`src/rtl/tlc_pkg.sv`:
```
// tlc_pkg: shared direction codes, lamp encodings, phase enum and lamp-word helper.
// Fields of the 12-bit lamp word: [11:9]=N, [8:6]=E, [5:3]=S, [2:0]=W; each {green,yellow,red}.
package tlc_pkg;

    localparam logic [1:0] DIR_N = 2'd0;
    localparam logic [1:0] DIR_E = 2'd1;
    localparam logic [1:0] DIR_S = 2'd2;
    localparam logic [1:0] DIR_W = 2'd3;

    localparam logic [2:0] GRN = 3'b100;
    localparam logic [2:0] YEL = 3'b010;
    localparam logic [2:0] RED = 3'b001;

    typedef enum logic [1:0] {
        PH_ALLRED = 2'd0,
        PH_GREEN  = 2'd1,
        PH_YELLOW = 2'd2
    } phase_t;

    // Demand bits are ordered N..W from MSB down, so direction d lives at bit 3-d.
    function automatic logic [1:0] dir_bit(input logic [1:0] d);
        return 2'd3 - d;
    endfunction

    // Builds a lamp word with `lamp` on direction d and red everywhere else.
    function automatic logic [11:0] lamp_word(input logic [1:0] d, input logic [2:0] lamp);
        logic [11:0] w;
        w = '0;
        for (int i = 0; i < 4; i++)
            w[3*(3-i) +: 3] = (2'(i) == d) ? lamp : RED;
        return w;
    endfunction

endpackage

```
`src/rtl/tlc_rr_arbiter.sv`:
```
// tlc_rr_arbiter: combinational pick of the next green direction.
// Ports: i_req (N,E,S,W demand, MSB=N), i_cur_dir (current owner), i_emg_valid/i_emg_dir
// (pre-emption override), o_next_dir (chosen direction).
module tlc_rr_arbiter
    import tlc_pkg::*;
(
    input  logic [3:0] i_req,
    input  logic [1:0] i_cur_dir,
    input  logic       i_emg_valid,
    input  logic [1:0] i_emg_dir,
    output logic [1:0] o_next_dir
);

    logic [1:0] w_rr;
    logic [1:0] w_cand;

    // Scan from the farthest candidate back to the nearest so the nearest
    // requesting direction after cur_dir wins; cur_dir is the fallback either
    // when only it requests or when nothing requests.
    always_comb begin
        w_rr   = i_cur_dir;
        w_cand = i_cur_dir;
        for (int k = 3; k >= 1; k--) begin
            w_cand = i_cur_dir + 2'(k);
            if (i_req[dir_bit(w_cand)])
                w_rr = w_cand;
        end
    end

    assign o_next_dir = i_emg_valid ? i_emg_dir : w_rr;

endmodule

```
`src/rtl/tlc_phase_scheduler.sv`:
```
// tlc_phase_scheduler: actuated four-way GREEN->YELLOW->ALL-RED scheduler with emergency pre-emption.
// Ports: clk, rst (async, active-high), tick (timebase strobe), req[3:0] (N,E,S,W demand),
// emg_valid/emg_dir (pre-emption), emg_ack (grant pulse), lightout[11:0] (lamp word),
// cur_dir[1:0] (phase owner), phase[1:0] (0=ALLRED,1=GREEN,2=YELLOW). All outputs registered.
module tlc_phase_scheduler
    import tlc_pkg::*;
#(
    parameter int GREEN_MIN = 20,
    parameter int GREEN_MAX = 60,
    parameter int YELLOW_T  = 8,
    parameter int ALLRED_T  = 2,
    parameter int TW        = 8
) (
    input  logic        clk,
    input  logic        rst,
    input  logic        tick,
    input  logic [3:0]  req,
    input  logic        emg_valid,
    input  logic [1:0]  emg_dir,
    output logic        emg_ack,
    output logic [11:0] lightout,
    output logic [1:0]  cur_dir,
    output logic [1:0]  phase
);

    localparam logic [TW-1:0] ONE       = TW'(1);
    localparam logic [TW-1:0] GMIN_M1   = TW'(GREEN_MIN - 1);
    localparam logic [TW-1:0] GMAX_M1   = TW'(GREEN_MAX - 1);
    localparam logic [TW-1:0] GMAX      = TW'(GREEN_MAX);
    localparam logic [TW-1:0] YELLOW_M1 = TW'(YELLOW_T - 1);
    localparam logic [TW-1:0] ALLRED_M1 = TW'(ALLRED_T - 1);

    phase_t        r_phase, w_phase;
    logic [1:0]    r_dir, w_dir;
    logic [TW-1:0] r_timer, w_timer;
    logic [TW-1:0] r_gcnt, w_gcnt;
    logic [11:0]   r_light, w_light;
    logic          r_ack, w_ack;
    logic          r_emg_done;
    logic [1:0]    w_arb;
    logic          w_own, w_other, w_emg_same, w_emg_diff, w_yel_go;

    tlc_rr_arbiter u_arb (
        .i_req       (req),
        .i_cur_dir   (r_dir),
        .i_emg_valid (emg_valid),
        .i_emg_dir   (emg_dir),
        .o_next_dir  (w_arb)
    );

    assign w_own      = req[dir_bit(r_dir)];
    assign w_other    = |(req & ~(4'b1000 >> r_dir));
    assign w_emg_same = emg_valid && (emg_dir == r_dir);
    assign w_emg_diff = emg_valid && (emg_dir != r_dir);
    // Gap-out and max-out both compare the count before this tick's increment.
    assign w_yel_go   = tick && w_other && (((r_gcnt >= GMIN_M1) && !w_own) || (r_gcnt >= GMAX_M1));

    always_comb begin
        w_phase = r_phase;
        w_dir   = r_dir;
        w_timer = r_timer;
        w_gcnt  = r_gcnt;
        w_ack   = 1'b0;
        case (r_phase)
            PH_ALLRED: begin
                if (tick && r_timer == '0) begin
                    w_phase = PH_GREEN;
                    w_dir   = w_arb;
                    w_gcnt  = '0;
                    w_ack   = emg_valid && !r_emg_done;
                end else if (tick) begin
                    w_timer = r_timer - ONE;
                end
            end
            PH_GREEN: begin
                if (tick && r_gcnt != GMAX)
                    w_gcnt = r_gcnt + ONE;
                // Emergency priority: another direction forces yellow without a tick;
                // the current direction pins green and suppresses gap/max-out.
                if (w_emg_diff) begin
                    w_phase = PH_YELLOW;
                    w_timer = YELLOW_M1;
                end else if (w_emg_same) begin
                    w_ack = !r_emg_done;
                end else if (w_yel_go) begin
                    w_phase = PH_YELLOW;
                    w_timer = YELLOW_M1;
                end
            end
            PH_YELLOW: begin
                if (tick && r_timer == '0) begin
                    w_phase = PH_ALLRED;
                    w_timer = ALLRED_M1;
                end else if (tick) begin
                    w_timer = r_timer - ONE;
                end
            end
            default: w_phase = PH_ALLRED;
        endcase
        w_light = lamp_word(w_dir, (w_phase == PH_GREEN) ? GRN : (w_phase == PH_YELLOW) ? YEL : RED);
    end

    always_ff @(posedge clk or posedge rst) begin
        if (rst) begin
            r_phase    <= PH_ALLRED;
            r_dir      <= DIR_N;
            r_timer    <= ALLRED_M1;
            r_gcnt     <= '0;
            r_light    <= 12'b001_001_001_001;
            r_ack      <= 1'b0;
            r_emg_done <= 1'b0;
        end else begin
            r_phase    <= w_phase;
            r_dir      <= w_dir;
            r_timer    <= w_timer;
            r_gcnt     <= w_gcnt;
            r_light    <= w_light;
            r_ack      <= w_ack;
            // Re-arms the acknowledge only once emg_valid has been seen low.
            r_emg_done <= emg_valid && (r_emg_done || w_ack);
        end
    end

    assign emg_ack  = r_ack;
    assign lightout = r_light;
    assign cur_dir  = r_dir;
    assign phase    = r_phase;

endmodule

```
`config.mk`:
```
export PLATFORM = sky130hd
export DESIGN_NAME = tlc_phase_scheduler
export DESIGN_NICKNAME = d
export VERILOG_FILES = /design/src/rtl/tlc_pkg.sv /design/src/rtl/tlc_rr_arbiter.sv /design/src/rtl/tlc_phase_scheduler.sv
export SDC_FILE = /design/constraint.sdc
export NUM_CORES = 1
export LEC_CHECK = 0
export ABC_AREA = 1
export CAP_MARGIN = 25
export CORE_MARGIN = 2
export CORE_UTILIZATION = 50
export DETAILED_ROUTE_END_ITERATION = 10
export DONT_BUFFER_PORTS = 1
export PLACE_DENSITY = 0.67
export SYNTH_ARGS = -nofsm -noshare
export SYNTH_HDL_FRONTEND = slang
export SYNTH_SLANG_ARGS = --single-unit
```
`constraint.sdc`:
```
create_clock -name clk -period 5.7 [get_ports clk]
set_clock_uncertainty 0.2 [all_clocks]
set_input_delay 0.285 -clock clk [delete_from_list [all_inputs] [get_ports clk]]
set_output_delay 0.285 -clock clk [all_outputs]
set_load 0.005 [all_outputs]
```
Word level (Yosys, flattened, before mapping)
Cells that the tools add are included.
{ "word_totals": {"reg_bits": 34, "wordCells": 101, "mem_count": 0, "latchBits": 0, "ramBits": 0, "romBits": 0} }
{ "op_classes": {"shifts": 1, "n_lt_le_gt_ge": 6, "n_addsub": 9, "n_reduce_logical": 21, "eq_ne": 15, "n_div": 0, "n_mux": 40, "n_mul": 0, "n_bitwise": 2} }
{ "op_table": {"columns": ["cell", "count"], "rows": [
  ["8-bit two-way mux", 8],
  ["2-bit two-way mux", 12],
  ["8-bit case mux with 3 select lines", 1],
  ["8-bit case mux with 2 select lines", 1],
  ["3-bit two-way mux", 5],
  ["2-bit by 3-bit less-than comparator with 1-bit output (second input constant)", 4],
  ["1-bit logical AND", 9],
  ["8-bit by 1-bit adder with 8-bit output (second input constant)", 1],
  ["1-bit binary-select mux with 2-bit select", 4],
  ["8-bit by 5-bit >= comparator with 1-bit output (second input constant)", 1],
  ["8-bit by 6-bit >= comparator with 1-bit output (second input constant)", 1],
  ["8-bit logical NOT", 1],
  ["8-bit by 6-bit != test with 1-bit output (second input constant)", 1],
  ["2-bit subtractor (first input constant)", 4],
  ["8-bit by 1-bit subtractor with 8-bit output (second input constant)", 1],
  ["1-bit two-way mux", 7],
  ["2-bit != test (second input constant)", 3],
  ["3-bit != test (second input constant)", 2],
  ["2-bit case mux with 3 select lines", 1],
  ["2-bit adder (second input constant)", 2],
  ["4-bit AND", 1],
  ["2-bit by 1-bit equality test with 1-bit output (second input constant)", 2],
  ["2-bit equality test (first input constant)", 2],
  ["2-bit equality test (second input constant)", 2],
  ["other kinds (15)", 18]
]} }

Longest topological paths before layout
{ "depth": {"word_depth": 15, "mapped_depth": 17} }

Cells and area by module
Synthesis repeated with hierarchy kept, for this count alone.
{ "hier_totals": {"cells_unflattened": 333, "area_unflattened_um2": 2349.8} }
{ "by_module_without_submodules": {"columns": ["module", "cells_per_inst", "area_per_inst_um2", "n_inst"], "rows": [
  ["tlc_phase_scheduler", 285, 2138.3, 1],
  ["tlc_rr_arbiter", 48, 211.5, 1]
]} }

Worst setup path after synthesis
OpenSTA, ideal clock, no wires.
{ "synth_path": {"path_kind": "reg2reg", "startpoint": "register r_dir[0] (netlist: cur_dir[0])", "endpoint": "register r_light[0] (netlist: lightout[0])", "setup_ps": 86, "path_buffers": 1, "path_stages_with_launch": 16, "setup_slack_ps": 3554, "arrival_ps": 1860, "cell_sequence": "dfrtp_1 -> buf_6 -> inv_4 -> ha_1 -> o22ai_1 -> nor2_1 -> nor2_1 -> nand2_1 -> o21ai_0 -> nand2_1 -> nand2_1 -> nand2_1 -> inv_1 -> ha_1 -> inv_1 -> nand3_1"} }
{ "synth_between": {"elab_chain_len": 15, "word_cells_on_any_way": 44, "cone_classes": "add/sub (7); eq/ne (5); shift (1); mux (21); bitwise (2); reduce/logical (8)"} }
{ "synth_lines": {"columns": ["item", "line", "source"], "rows": [
  ["start: declaration", "tlc_phase_scheduler.sv:34", "logic [1:0] r_dir, w_dir;"],
  ["start signal: assignment", "tlc_phase_scheduler.sv:114", "r_dir <= w_dir;"],
  ["2-bit subtractor", "tlc_pkg.sv:22", "return 2'd3 - d;"],
  ["1-bit binary-select mux with 2-bit select", "tlc_phase_scheduler.sv:51", "assign w_own = req[dir_bit(r_dir)];"],
  ["1-bit two-way mux (not written as such)", "tlc_phase_scheduler.sv:51", null],
  ["1-bit logical NOT", "tlc_phase_scheduler.sv:56", "assign w_yel_go = tick && w_other && (((r_gcnt >= GMIN_M1) && !w_own) || (r_gcnt >= GMAX_M1));"],
  ["1-bit logical AND", "tlc_phase_scheduler.sv:56", null],
  ["1-bit logical OR", "tlc_phase_scheduler.sv:56", null],
  ["1-bit logical AND", "tlc_phase_scheduler.sv:56", null],
  ["2-bit two-way mux", "tlc_phase_scheduler.sv:85", "end else if (w_yel_go) begin"],
  ["2-bit two-way mux", "tlc_phase_scheduler.sv:83", "end else if (w_emg_same) begin"],
  ["2-bit two-way mux (*)", "tlc_phase_scheduler.sv:80", "if (w_emg_diff) begin"],
  ["2-bit case mux with 3 select lines (*)", "tlc_phase_scheduler.sv:64", "case (r_phase)"],
  ["via w_phase[1]", "tlc_phase_scheduler.sv:33", "phase_t r_phase, w_phase;"],
  ["2-bit equality test", "tlc_phase_scheduler.sv:100", "w_light = lamp_word(w_dir, (w_phase == PH_GREEN) ? GRN : (w_phase == PH_YELLOW) ? YEL : RED);"],
  ["2-bit two-way mux", "tlc_phase_scheduler.sv:100", null],
  ["3-bit two-way mux (*)", "tlc_phase_scheduler.sv:100", null],
  ["3-bit two-way mux (*)", "tlc_pkg.sv:30", "w[3*(3-i) +: 3] = (2'(i) == d) ? lamp : RED;"],
  ["via w_light[0]", "tlc_phase_scheduler.sv:37", "logic [11:0] r_light, w_light;"],
  ["end signal: assignment", "tlc_phase_scheduler.sv:117", "r_light <= w_light;"],
  ["end: declaration", "tlc_phase_scheduler.sv:37", null]
]} }
The timed path passes the listed nets; every way through them passes the cells marked *. The select of a mux whose other input is x is not followed.
A chain may end at the register's enable or synchronous reset.

Worst setup path after layout
{ "layout_path": {"startpoint": "register r_dir[0] (netlist: cur_dir[0])", "endpoint": "register r_light[6] (netlist: lightout[6])"} }
The elaborated chain is that of the path after synthesis.

==> qor.txt <==
CP most frequent cell - nand2_1
nets - 342
hold_ws - 0.0657 ns
port bufs - 0
fillers - 463
Reg2Reg Setup Slack - 3.20 ns
# IOs - 27
H-tree depth - 2
Antenna Violating Nets Remaining - 0
R2R Path End - lightout[6]
Cell variety after synth - 32
worst slew pin tran - 0.696 ns
GRT Overall Usage - 20.7%
initial core utilization - 52.8%
LEAKAGE - 0.00130 uW
Final Critical Period - 2.50 ns
root buffer selected by CTS - clkbuf_8
Yosys warnings - 0
crit path launch type - register
die width - 72.5 um
Worst path depth - 14
vias per cell - 5.19
total core area - 4440 um^2
CP Class - reg2reg
crit share post-route - 43.8%
Die Y - 72.5 um
crit-path cells - inv_4 -> ha_1 -> o22ai_1 -> nor2_1 -> nor2_1 -> nand2_1 -> o21ai_0 -> nand2_1 -> nand2_1 -> nand2_1 -> inv_1 -> ha_1 -> inv_1 -> nand3_1
# DRC - 0
CTS tree - done
first-pass GRT wire length - 8.59 mm
mean area per synthesized cell - 7.52 um^2
cell row count - 24
share of layout cells above drive strength 1 - 15.0%
Fmax achieved - 0.400 GHz
cell count after synthesis - 312
Sinks on Clock Net - 34
synthesized area - 2350 um^2
CP top delay family - flip-flops
Slew Limit Fails - 0
non-filler cells, final - 371
commonest non-fill, non-tap cell in the layout - nand2_1
max-cap viol count - 0
Reg2Reg Launch Point - cur_dir[0]
Crit. End Element - register
commonest cells after routing, fill and taps aside - nand2_1, inv_1, nor2_1, nand3_1, dfrtp_1
CTS buffer count - 5
final core utilization - 57.1%
total gr overflow - 0
Area growth, synth to finish - 8.16%
routed len/inst - 12.6 um
CTS Buffer Depth - 2
Worst-Skew Late Latency - 0.29 ns
vias in the first global route - 1971
initial DRC count - 112
Detailed Route WL - 4.67 mm
Critical-path top delay cell - dfrtp_1
CP Max Fanout - 11
Hold Crit Class - in2reg
r2r worst-path depth - 14
setup violators final - 0
total number of vias - 1924
die area - 5260 um^2
WP data arrival - 2.51 ns
Setup crit end - lightout[6]
pin count of the biggest net entering global routing - 35
Setup TNS Final - 0 ns
pwr/cell area - 506 nW/um^2
Slew headroom - 53.6%
multi-input logic area - 1250 um^2
Max rail drop VDD - 0.295 mV
post-CTS setup buffers - 0
DP Wirelength - 3.56 mm
Net Count, Synth - 336
Diodes inserted - 0
status - completed
Placed Instances - 361
routability cong. - 0.798
RSZ-0062 raised after global routing - false
Worst Path Buf+Inv - 3
sequential-to-total area share from yosys stat - 36.5%
antenna violations before repair - 0
Seq cells post-synth - 34
CP Data Required Time - 5.71 ns
crit path launch - cur_dir[0]
total area of sequential cells - 857 um^2
CP max stage delay - 0.65 ns
drt pass-1 iters - 4
Worst-path clk slew - 0.07 ns
Final Hold Fails - 0
==> how the worst min path moves through the flow <==
| stage | start | to | slack (ns) | depth (start not counted) |
|---|---|---|---|---|
| global route | emg_dir[0] | cur_dir[0] | 0.07 | 2 |
| global placement | rst | lightout[8] | 0.1 | 2 |
| floorplan | r_emg_done | emg_ack | 0.20 | 1 |
| CTS | emg_dir[0] | cur_dir[0] | 0.06 | 2 |
| finish | emg_dir[0] | cur_dir[0] | 0.07 | 2 |
| detailed placement | rst | r_timer[1] | 0.10 | 2 |
==> state kept, by name, summed over array words and instances (netlist names) <==
signal	flops
emg_ack	1
r_timer	8
r_gcnt	8
phase	2
lightout	12
r_emg_done	1
cur_dir	2
==> logic make-up after synthesis <==
logic type	Yosys count	share of synthesized area, %
buf+inv	56	10.1
fa+ha+maj	14	7.47
compound gates	40	11.9
xor+xnor	8	3.31
simple gates	160	30.7
flops	34	36.5
==> area by class of cell <==
type                       instances  share of cell area [%]
clock buffer                       5                    2.71
sequential                        34                    33.8
multi-input combinational        222                    49.4
tap                               52                    2.56
clock inverter                     3                    2.71
timing repair buffer               3                    1.08
inverter                          52                    7.79
==> synth_stat cells <==
master / count / share of area [%]
nand2_1: 79 / 13
inv_1: 47 / 7.5
nor2_1: 30 / 4.8
dfrtp_1: 29 / 31
nand3_1: 29 / 6.2
ha_1: 14 / 7.5
o21ai_0: 12 / 2.6
o21ai_2: 10 / 3.7
nand2_2: 9 / 2.4
nand4_1: 6 / 1.6
a21oi_1: 5 / 1.1
dfstp_2: 5 / 5.6
xnor2_1: 5 / 1.9
inv_2: 4 / 0.64
o31ai_1: 4 / 1.3
buf_6: 3 / 1.4
a21oi_2: 2 / 0.75
a31oi_1: 2 / 0.53
nor3_1: 2 / 0.43
o22ai_1: 2 / 0.53
xor2_1: 2 / 0.75
a21boi_2: 1 / 0.48
a21oi_4: 1 / 0.69
buf_2: 1 / 0.21
inv_4: 1 / 0.27
nand3_2: 1 / 0.43
nand3_4: 1 / 0.75
nor2_4: 1 / 0.48
nor3_4: 1 / 0.69
o211ai_1: 1 / 0.32
or2_2: 1 / 0.27
xnor2_2: 1 / 0.69
==> per-stage QoR <==
stage	setup slack (ns)	instance area, um^2	power [uW]
after floorplan	3.55	2350	912
after global placement	3.25	2380	1010
after detailed placement	3.21	2380	1020
after CTS	3.18	2540	1290
after global routing	3.00	2540	1420
final	3.20	2540	1280
==> metal layers <==
metal | share of wire [%] | up-vias | global-route usage, % | wire length, um
li1 | - | 1003 | - | -
met1 | 46 | 874 | 26.4 | 2150
met2 | 47 | 38 | 33.0 | 2180
met3 | 5.2 | 9 | 6.53 | 242
met4 | 2.0 | 0 | 7.61 | 92
met5 | 0 | - | 0 | 0
==> worst reg2reg max path: cells and delay by family, from the launching register on <==
family	cells	cell delay, ns
flip-flops	1	0.65
AND/OR/NAND/NOR	7	0.54
AO/OA/AOI/OAI	2	0.35
adder cells (fa/ha/maj)	2	0.43
buffers and inverters	3	0.28
==> power breakdown <==
part | internal (uW) | total [uW] | switching, uW | leakage, uW
combinational | 214 | 611 | 396 | 0.000796
sequential | 323 | 405 | 81.9 | 0.000433
clock | 175 | 268 | 93.1 | 0.0000683
total | 712 | 1280 | 571 | 0.00130
==> what timing repair did <==
item,in CTS,in global routing
resized for setup,0,0
hold endpoints to repair,30,0
hold buffers,2,0
(Power assumes the default switching activity.)
